## src/rtl/pipe_ctrl_pkg.sv

```systemverilog
// Shared control-word layout, NOP/jump encodings and the opcode decode function
// used by the pipeline controller.
package pipe_ctrl_pkg;

  localparam int CTRL_W = 12;

  typedef struct packed {
    logic [2:0] jump_type;
    logic       mem_write;
    logic [3:0] alu_select;
    logic       mem_read;
    logic       mem_to_reg;
    logic       reg_write;
    logic       alu_imm;
  } ctrl_t;

  typedef struct packed {
    ctrl_t ctrl;
    logic  illegal;
  } dec_t;

  localparam int JT_MSB   = 11;
  localparam int JT_LSB   = 9;
  localparam int MW_BIT   = 8;
  localparam int ALU_MSB  = 7;
  localparam int ALU_LSB  = 4;
  localparam int MR_BIT   = 3;
  localparam int M2R_BIT  = 2;
  localparam int RW_BIT   = 1;
  localparam int IMM_BIT  = 0;

  localparam ctrl_t CTRL_NOP = '0;

  localparam logic [2:0] JT_NONE = 3'd0;
  localparam logic [2:0] JT_G16  = 3'd1;
  localparam logic [2:0] JT_G17  = 3'd2;
  localparam logic [2:0] JT_G18  = 3'd3;
  localparam logic [2:0] JT_G19  = 3'd4;
  localparam logic [2:0] JT_G20  = 3'd5;
  localparam logic [2:0] JT_G21  = 3'd7;

  localparam logic [3:0] ALU_ADDR  = 4'd5;
  localparam logic [3:0] ALU_UPPER = 4'd8;

  // msb/grp are the top opcode bit and top five bits; val is the whole opcode
  // zero-extended, which for msb=0 is the plain opcode number.
  function automatic dec_t decode_op(input logic msb, input logic [4:0] grp,
                                     input logic [31:0] val);
    dec_t d;
    d.ctrl    = CTRL_NOP;
    d.illegal = 1'b0;
    if (!msb) begin
      if (val == 32'd0) begin
        d.ctrl = CTRL_NOP;
      end else if (val >= 32'd1 && val <= 32'd6) begin
        d.ctrl.alu_select = val[3:0];
        d.ctrl.reg_write  = 1'b1;
      end else if (val >= 32'd8 && val <= 32'd13) begin
        d.ctrl.alu_select = val[3:0] - 4'd7;
        d.ctrl.reg_write  = 1'b1;
        d.ctrl.alu_imm    = 1'b1;
      end else if (val == 32'd14) begin
        d.ctrl.alu_select = ALU_ADDR;
        d.ctrl.mem_write  = 1'b1;
        d.ctrl.alu_imm    = 1'b1;
      end else if (val == 32'd15) begin
        d.ctrl.alu_select = ALU_ADDR;
        d.ctrl.mem_read   = 1'b1;
        d.ctrl.mem_to_reg = 1'b1;
        d.ctrl.reg_write  = 1'b1;
        d.ctrl.alu_imm    = 1'b1;
      end else if (val == 32'd16) begin
        d.ctrl.alu_select = ALU_UPPER;
        d.ctrl.reg_write  = 1'b1;
        d.ctrl.alu_imm    = 1'b1;
      end else begin
        d.illegal = 1'b1;
      end
    end else begin
      case (grp)
        5'd16:   d.ctrl.jump_type = JT_G16;
        5'd17:   d.ctrl.jump_type = JT_G17;
        5'd18:   d.ctrl.jump_type = JT_G18;
        5'd19:   d.ctrl.jump_type = JT_G19;
        5'd20:   d.ctrl.jump_type = JT_G20;
        5'd21:   d.ctrl.jump_type = JT_G21;
        5'd22: begin
          d.ctrl.alu_select = ALU_ADDR;
          d.ctrl.mem_write  = 1'b1;
          d.ctrl.alu_imm    = 1'b1;
        end
        5'd23: begin
          d.ctrl.alu_select = ALU_ADDR;
          d.ctrl.mem_read   = 1'b1;
          d.ctrl.mem_to_reg = 1'b1;
          d.ctrl.reg_write  = 1'b1;
          d.ctrl.alu_imm    = 1'b1;
        end
        default: d.illegal = 1'b1;
      endcase
    end
    return d;
  endfunction

endpackage

```

## src/rtl/ctrl_decode.sv

```systemverilog
// Combinational opcode decoder; every opcode maps to a defined word, unknown
// opcodes give NOP with illegal set.
module ctrl_decode
  import pipe_ctrl_pkg::*;
#(
  parameter int OPCODE_W = 10
) (
  input  logic [OPCODE_W-1:0] opcode_i,
  output ctrl_t               ctrl_o,
  output logic                illegal_o
);

  dec_t dec;

  always_comb begin
    dec = decode_op(opcode_i[OPCODE_W-1], opcode_i[OPCODE_W-1 -: 5], 32'(opcode_i));
  end

  assign ctrl_o    = dec.ctrl;
  assign illegal_o = dec.illegal;

endmodule

```

## src/rtl/pipe_controller.sv

```systemverilog
// Pipeline control: decode into ID/EX, carry control words and rd through
// EX/MEM and MEM/WB, with load-use stall, branch flush and external freeze.
module pipe_controller
  import pipe_ctrl_pkg::*;
#(
  parameter int OPCODE_W = 10,
  parameter int REG_W    = 5,
  parameter int CNT_W    = 16
) (
  input  logic                clk,
  input  logic                rst_n,
  input  logic                id_valid,
  input  logic [OPCODE_W-1:0] id_opcode,
  input  logic [REG_W-1:0]    id_rs1,
  input  logic [REG_W-1:0]    id_rs2,
  input  logic [REG_W-1:0]    id_rd,
  input  logic                ex_branch_taken,
  input  logic                ext_stall,
  output logic                id_stall,
  output logic                if_flush,
  output logic [CTRL_W-1:0]   ex_ctrl,
  output logic [CTRL_W-1:0]   mem_ctrl,
  output logic [CTRL_W-1:0]   wb_ctrl,
  output logic [REG_W-1:0]    ex_rd,
  output logic [REG_W-1:0]    mem_rd,
  output logic [REG_W-1:0]    wb_rd,
  output logic                ex_illegal,
  output logic                illegal_seen,
  output logic [CNT_W-1:0]    stall_count
);

  ctrl_t            dec_ctrl;
  logic             dec_illegal;

  ctrl_t            ex_q, ex_d, mem_q, mem_d, wb_q, wb_d;
  logic [REG_W-1:0] ex_rd_q, ex_rd_d, mem_rd_q, mem_rd_d, wb_rd_q, wb_rd_d;
  logic             ex_ill_q, ex_ill_d;
  logic             seen_q, seen_d;
  logic [CNT_W-1:0] cnt_q, cnt_d;

  logic             load_use, lu_stall, bubble;

  ctrl_decode #(
    .OPCODE_W (OPCODE_W)
  ) u_decode (
    .opcode_i  (id_opcode),
    .ctrl_o    (dec_ctrl),
    .illegal_o (dec_illegal)
  );

  // ext_stall outranks the branch flush, which outranks load-use.
  always_comb begin
    load_use = id_valid && ex_q.mem_read && (ex_rd_q != '0) &&
               ((ex_rd_q == id_rs1) || (ex_rd_q == id_rs2));
    if_flush = !ext_stall && ex_branch_taken;
    lu_stall = !ext_stall && !ex_branch_taken && load_use;
    id_stall = ext_stall || lu_stall;
    bubble   = if_flush || lu_stall || !id_valid;

    ex_d     = ex_q;
    ex_rd_d  = ex_rd_q;
    ex_ill_d = ex_ill_q;
    mem_d    = mem_q;
    mem_rd_d = mem_rd_q;
    wb_d     = wb_q;
    wb_rd_d  = wb_rd_q;
    if (!ext_stall) begin
      ex_d     = bubble ? CTRL_NOP : dec_ctrl;
      ex_rd_d  = bubble ? '0 : id_rd;
      ex_ill_d = bubble ? 1'b0 : dec_illegal;
      mem_d    = ex_q;
      mem_rd_d = ex_rd_q;
      wb_d     = mem_q;
      wb_rd_d  = mem_rd_q;
    end

    cnt_d  = (lu_stall && (cnt_q != '1)) ? cnt_q + CNT_W'(1) : cnt_q;
    seen_d = seen_q | ex_ill_q;
  end

  always_ff @(posedge clk or negedge rst_n) begin
    if (!rst_n) begin
      ex_q     <= CTRL_NOP;
      mem_q    <= CTRL_NOP;
      wb_q     <= CTRL_NOP;
      ex_rd_q  <= '0;
      mem_rd_q <= '0;
      wb_rd_q  <= '0;
      ex_ill_q <= 1'b0;
      seen_q   <= 1'b0;
      cnt_q    <= '0;
    end else begin
      ex_q     <= ex_d;
      mem_q    <= mem_d;
      wb_q     <= wb_d;
      ex_rd_q  <= ex_rd_d;
      mem_rd_q <= mem_rd_d;
      wb_rd_q  <= wb_rd_d;
      ex_ill_q <= ex_ill_d;
      seen_q   <= seen_d;
      cnt_q    <= cnt_d;
    end
  end

  assign ex_ctrl      = ex_q;
  assign mem_ctrl     = mem_q;
  assign wb_ctrl      = wb_q;
  assign ex_rd        = ex_rd_q;
  assign mem_rd       = mem_rd_q;
  assign wb_rd        = wb_rd_q;
  assign ex_illegal   = ex_ill_q;
  // Visible in the same cycle the illegal word sits in EX, then held.
  assign illegal_seen = seen_q | ex_ill_q;
  assign stall_count  = cnt_q;

endmodule

```

## config.mk

```make
export PLATFORM = sky130hd
export DESIGN_NAME = pipe_controller
export DESIGN_NICKNAME = d
export VERILOG_FILES = /design/src/rtl/pipe_ctrl_pkg.sv /design/src/rtl/ctrl_decode.sv /design/src/rtl/pipe_controller.sv
export SDC_FILE = /design/constraint.sdc
export NUM_CORES = 1
export LEC_CHECK = 0
export BUFFER_PORTS_ARGS = -buffer_cell sky130_fd_sc_hd__buf_2
export CAP_MARGIN = 30
export CORE_MARGIN = 5
export CORE_UTILIZATION = 32
export CTS_BUF_LIST = sky130_fd_sc_hd__clkbuf_4 sky130_fd_sc_hd__clkbuf_8
export CTS_CLUSTER_SIZE = 8
export DETAILED_ROUTE_END_ITERATION = 8
export GPL_TIMING_DRIVEN = 0
export HOLD_SLACK_MARGIN = 0.03
export PLACE_DENSITY_LB_ADDON = 0.08
export SLEW_MARGIN = 15
export SYNTH_ARGS = -nofsm -noshare
export SYNTH_HDL_FRONTEND = slang
export SYNTH_SLANG_ARGS = --single-unit
```

## constraint.sdc

```tcl
create_clock -name clk -period 1.8 [get_ports clk]
set_input_delay 0.18 -clock clk [delete_from_list [all_inputs] [get_ports clk]]
set_output_delay 0.18 -clock clk [all_outputs]
set_load 0.01 [all_outputs]
```

==> run_summary.xml <==
<?xml version="1.0" encoding="UTF-8"?>
<metrics>
  <group name="outcome">
    <metric name="outcome" unit="">finished with violations</metric>
    <metric name="violations" unit="">setup timing</metric>
  </group>
  <group name="clocking">
    <metric name="cts_made_buffers" unit="">9</metric>
    <metric name="max-clock-path-buffers" unit="">2</metric>
    <metric name="worst_skew_pair.late_latency" unit="ns">0.34</metric>
    <metric name="htree_levels" unit="">3</metric>
    <metric name="clock_pin_slew_on_the_worst_setup_and_hold_paths" unit="ns">0.07</metric>
    <metric name="clock_tree.root_cell" unit="">sky130_fd_sc_hd__clkbuf_8</metric>
    <metric name="cts.sinks" unit="">66</metric>
    <metric name="tritoncts_clock_tree" unit="">yes</metric>
  </group>
  <group name="timing">
    <metric name="final.period_utilization" unit="%">115</metric>
    <metric name="setup_violations" unit="">29</metric>
    <metric name="rsz0062_at_grt" unit="">true</metric>
    <metric name="hold_viol_final" unit="">0</metric>
    <metric name="post-route-min-period" unit="ns">2.07</metric>
    <metric name="setup_ws" unit="ns">-0.268</metric>
    <metric name="fin_skew" unit="ns">0.0102</metric>
    <metric name="timing.slew.headroom" unit="%">56.2</metric>
    <metric name="finalMaxSlewViolations" unit="">0</metric>
    <metric name="worstMarginPinSlew" unit="ns">0.657</metric>
    <metric name="maxClockFrequency" unit="MHz">483</metric>
  </group>
  <group name="power">
    <metric name="power_total" unit="mW">3.04</metric>
    <metric name="leakage_power" unit="nW">2.39</metric>
    <metric name="vdd_ir_drop_max" unit="µV">306</metric>
    <metric name="power_density" unit="nW/µm²">672</metric>
  </group>
  <group name="synthesis">
    <metric name="synth_seq_cells" unit="">66</metric>
    <metric name="avgSynthCellArea" unit="µm²">12.0</metric>
    <metric name="ys_seq_area_share" unit="%">52.5</metric>
    <metric name="synth.yosys.warnings" unit="">0</metric>
    <metric name="synth-async-reset-ratio" unit="%">100</metric>
    <metric name="synth_edf_count" unit="">0</metric>
    <metric name="synth.cell_area" unit="µm²">3140</metric>
    <metric name="yosys.cell_types.count" unit="">44</metric>
    <metric name="post_syn_instances" unit="">261</metric>
    <metric name="synth.net_count" unit="">296</metric>
    <metric name="dominantRegCellSynth" unit="">sky130_fd_sc_hd__dfrtp_1</metric>
  </group>
  <group name="floorplan">
    <metric name="die-height" unit="µm">109</metric>
    <metric name="rows" unit="">36</metric>
    <metric name="io_pins" unit="">101</metric>
    <metric name="start_util" unit="%">32.5</metric>
    <metric name="design.core.area" unit="µm²">9680</metric>
    <metric name="die_x" unit="µm">109</metric>
    <metric name="design.die.area" unit="µm²">11900</metric>
  </group>
  <group name="run">
    <metric name="cap_violations" unit="">0</metric>
  </group>
  <group name="placement">
    <metric name="detailed_place_hpwl" unit="µm">6080</metric>
    <metric name="numPlacedInstances" unit="">493</metric>
    <metric name="numPortBuffers" unit="">98</metric>
    <metric name="pre_cts_ws" unit="ns">-0.320</metric>
    <metric name="place.gp.congestion" unit="">0.817</metric>
  </group>
  <group name="final_layout">
    <metric name="mostFrequentLayoutCell" unit="">sky130_fd_sc_hd__buf_2</metric>
    <metric name="final_cells" unit="">541</metric>
    <metric name="layout.cells.most_common_list" unit="">sky130_fd_sc_hd__buf_2 (96), sky130_fd_sc_hd__dfrtp_1 (57), sky130_fd_sc_hd__mux2_2 (32), sky130_fd_sc_hd__buf_4 (29), sky130_fd_sc_hd__xor2_1 (19)</metric>
    <metric name="fill_cells" unit="">919</metric>
    <metric name="total_inserted_antenna_cells" unit="">0</metric>
    <metric name="layout-area-overhead-vs-synth" unit="%">43.8</metric>
    <metric name="final_nets" unit="">438</metric>
    <metric name="fraction_of_layout_cells_with_a_size_suffix_above_1" unit="%">55.1</metric>
  </group>
  <group name="drt">
    <metric name="met3WireLength" unit="µm">445</metric>
    <metric name="detailroute.wirelength.met2" unit="µm">4300</metric>
    <metric name="route.top_layer_used" unit="">met4</metric>
    <metric name="drt-vias-per-instance" unit="">4.75</metric>
    <metric name="detail_route.wirelength.met1" unit="µm">3660</metric>
    <metric name="drc" unit="">0</metric>
    <metric name="via_count" unit="">2569</metric>
    <metric name="drt-pass1-iter-count" unit="">4</metric>
    <metric name="drtAntennaViolNets" unit="">0</metric>
    <metric name="route.detailed.wl_per_inst" unit="µm">15.7</metric>
    <metric name="total_detailed_routing_wirelength" unit="µm">8510</metric>
    <metric name="drt-initial-drc-count" unit="">83</metric>
  </group>
  <group name="global_routing">
    <metric name="wire_length_of_the_first_global_routing_pass" unit="µm">13500</metric>
    <metric name="grt_start_max_net_pins" unit="">38</metric>
    <metric name="global_route_overflow" unit="">0</metric>
    <metric name="first_global_vias" unit="">2637</metric>
    <metric name="grt_usage" unit="%">14.7</metric>
    <metric name="grt_antenna_before_repair" unit="">0</metric>
  </group>
  <group name="worst_setup_path">
    <metric name="path_class" unit="">flip-flop to output port</metric>
    <metric name="worst_path_max_delay_cell" unit="">sky130_fd_sc_hd__or4_4</metric>
    <metric name="critical_path_required" unit="ns">1.62</metric>
    <metric name="worst_path_largest_cell_delay" unit="ns">0.54</metric>
    <metric name="critPathMostFrequentCell" unit="">sky130_fd_sc_hd__buf_6</metric>
    <metric name="cell_count_along_the_critical_path" unit="">6</metric>
    <metric name="worst-path-max-fanout" unit="">2</metric>
    <metric name="cp_num_buf_inv" unit="">2</metric>
    <metric name="critPathTopFamily" unit="">simple AND/OR/NAND/NOR gates</metric>
    <metric name="path_cells" unit="">or4_4, o211ai_2, or2_1, buf_6, nand2b_4, buf_6</metric>
    <metric name="critPathLaunchType" unit="">flip-flop</metric>
    <metric name="endpoint_kind" unit="">output port</metric>
    <metric name="worst_ep_arrival_time" unit="ns">1.89</metric>
    <metric name="worstRegToRegCells" unit="">9</metric>
  </group>
  <group name="hold_path">
    <metric name="worstHoldPathCells" unit="">2</metric>
    <metric name="min_path_type" unit="">input pin to flip-flop</metric>
  </group>
</metrics>
-- per-layer routing --
metal	vias to the layer above	track usage, %
met2	58	25.0
met1	1272	18.1
met3	8	3.67
met4	0	4.87
met5	-	0
li1	1231	-
-- report_power, final --
part           switching [mW]  internal, mW  total, mW
clock                   0.596         0.536       1.13
sequential             0.0271          1.52       1.55
combinational           0.192         0.166      0.358
-- metrics by stage --
stage               hold WS, ns  instance area, µm²  setup TNS, ns  utilization, %
floorplan                -0.116                3180         -0.140               -
global placement          0.398                3840          -5.78            39.7
detailed placement        0.142                3860          -5.49            39.9
CTS                      0.0359                4220          -7.62            43.6
global route             0.0333                4520          -7.50            46.7
finish                   0.0577                4520          -5.43            46.7
-- final timing paths --
path                               start               to  slack (ns)
worst max-delay path            ex_rd[4]         id_stall       -0.27
worst max register to register  ex_rd[4]   stall_count[4]       -0.25
worst min register to register    seen_q           seen_q        0.46
worst min-delay path            id_rd[1]         ex_rd[1]        0.06
min in group asynchronous          rst_n        mem_rd[3]        0.33
max in group asynchronous          rst_n  stall_count[12]        0.92
-- cells in the mapped netlist (2+ instances only) --
| cell | n | share of area (%) |
|---|---|---|
| sky130_fd_sc_hd__and3_1 | 2 | 0.40 |
| sky130_fd_sc_hd__and2_1 | 2 | 0.40 |
| sky130_fd_sc_hd__or2_1 | 2 | 0.40 |
| sky130_fd_sc_hd__nor4_1 | 5 | 0.99 |
| sky130_fd_sc_hd__mux2i_1 | 2 | 0.64 |
| sky130_fd_sc_hd__nor2_1 | 10 | 1.2 |
| sky130_fd_sc_hd__o31ai_1 | 3 | 0.72 |
| sky130_fd_sc_hd__ha_1 | 5 | 2.0 |
| sky130_fd_sc_hd__nand2b_1 | 5 | 0.99 |
| sky130_fd_sc_hd__nor3_1 | 7 | 1.1 |
| sky130_fd_sc_hd__inv_1 | 3 | 0.36 |
| sky130_fd_sc_hd__or4_1 | 2 | 0.48 |
| sky130_fd_sc_hd__o21ai_0 | 6 | 0.96 |
| sky130_fd_sc_hd__nor3_2 | 2 | 0.64 |
| sky130_fd_sc_hd__dfrtp_1 | 66 | 53 |
| sky130_fd_sc_hd__clkbuf_1 | 8 | 0.96 |
| sky130_fd_sc_hd__mux2_2 | 33 | 12 |
| sky130_fd_sc_hd__a21oi_1 | 2 | 0.32 |
| sky130_fd_sc_hd__nand2_1 | 12 | 1.4 |
| sky130_fd_sc_hd__nand3_1 | 14 | 2.2 |
| sky130_fd_sc_hd__a22o_1 | 14 | 3.9 |
| sky130_fd_sc_hd__xor2_1 | 20 | 5.6 |
| sky130_fd_sc_hd__a31oi_1 | 2 | 0.40 |
| sky130_fd_sc_hd__nor3b_1 | 3 | 0.72 |
| sky130_fd_sc_hd__buf_4 | 4 | 0.96 |
| sky130_fd_sc_hd__nand4_1 | 2 | 0.40 |
| sky130_fd_sc_hd__xnor2_1 | 5 | 1.4 |
| sky130_fd_sc_hd__nor2b_1 | 3 | 0.60 |
| sky130_fd_sc_hd__o41ai_1 | 2 | 0.56 |
-- flip-flops by register name (all words and copies together), names as in the netlist --
register / cells
mem_rd: 5
seen_q: 1
ex_ctrl: 11
ex_rd: 5
wb_ctrl: 11
stall_count: 16
ex_illegal: 1
wb_rd: 5
mem_ctrl: 11
-- what timing repair did --
| item | CTS | global route |
|---|---|---|
| endpoints found under the setup margin | 31 | 34 |
| hold endpoints to repair | 29 | 0 |
| buffers inserted | 12 | 19 |
| hold buffers | 1 | 0 |
| pin swaps | 7 | 24 |
| gates cloned | 1 | 0 |
| resized for setup | 13 | 34 |
-- final cells by class --
cell class / instances / area, µm² / share of cell area, %
Buffer: 13 / 78.8 / 1.74
Clock buffer: 10 / 138 / 3.04
Clock inverter: 6 / 41.3 / 0.913
Inverter: 3 / 11.3 / 0.249
Multi-Input combinational cell: 179 / 1620 / 35.9
Sequential cell: 66 / 1660 / 36.8
Tap cell: 133 / 166 / 3.68
Timing Repair Buffer: 131 / 801 / 17.7
-- cell families after synthesis --
| group | count (synthesis) | share of synthesized area (%) |
|---|---|---|
| buf+inv | 16 | 2.63 |
| fa+ha+maj | 5 | 1.99 |
| flops | 66 | 52.5 |
| xor+xnor | 25 | 6.96 |
| mux | 35 | 12.5 |
| compound gates | 37 | 9.11 |
| simple gates | 77 | 14.3 |
(Power assumes the default switching activity.)
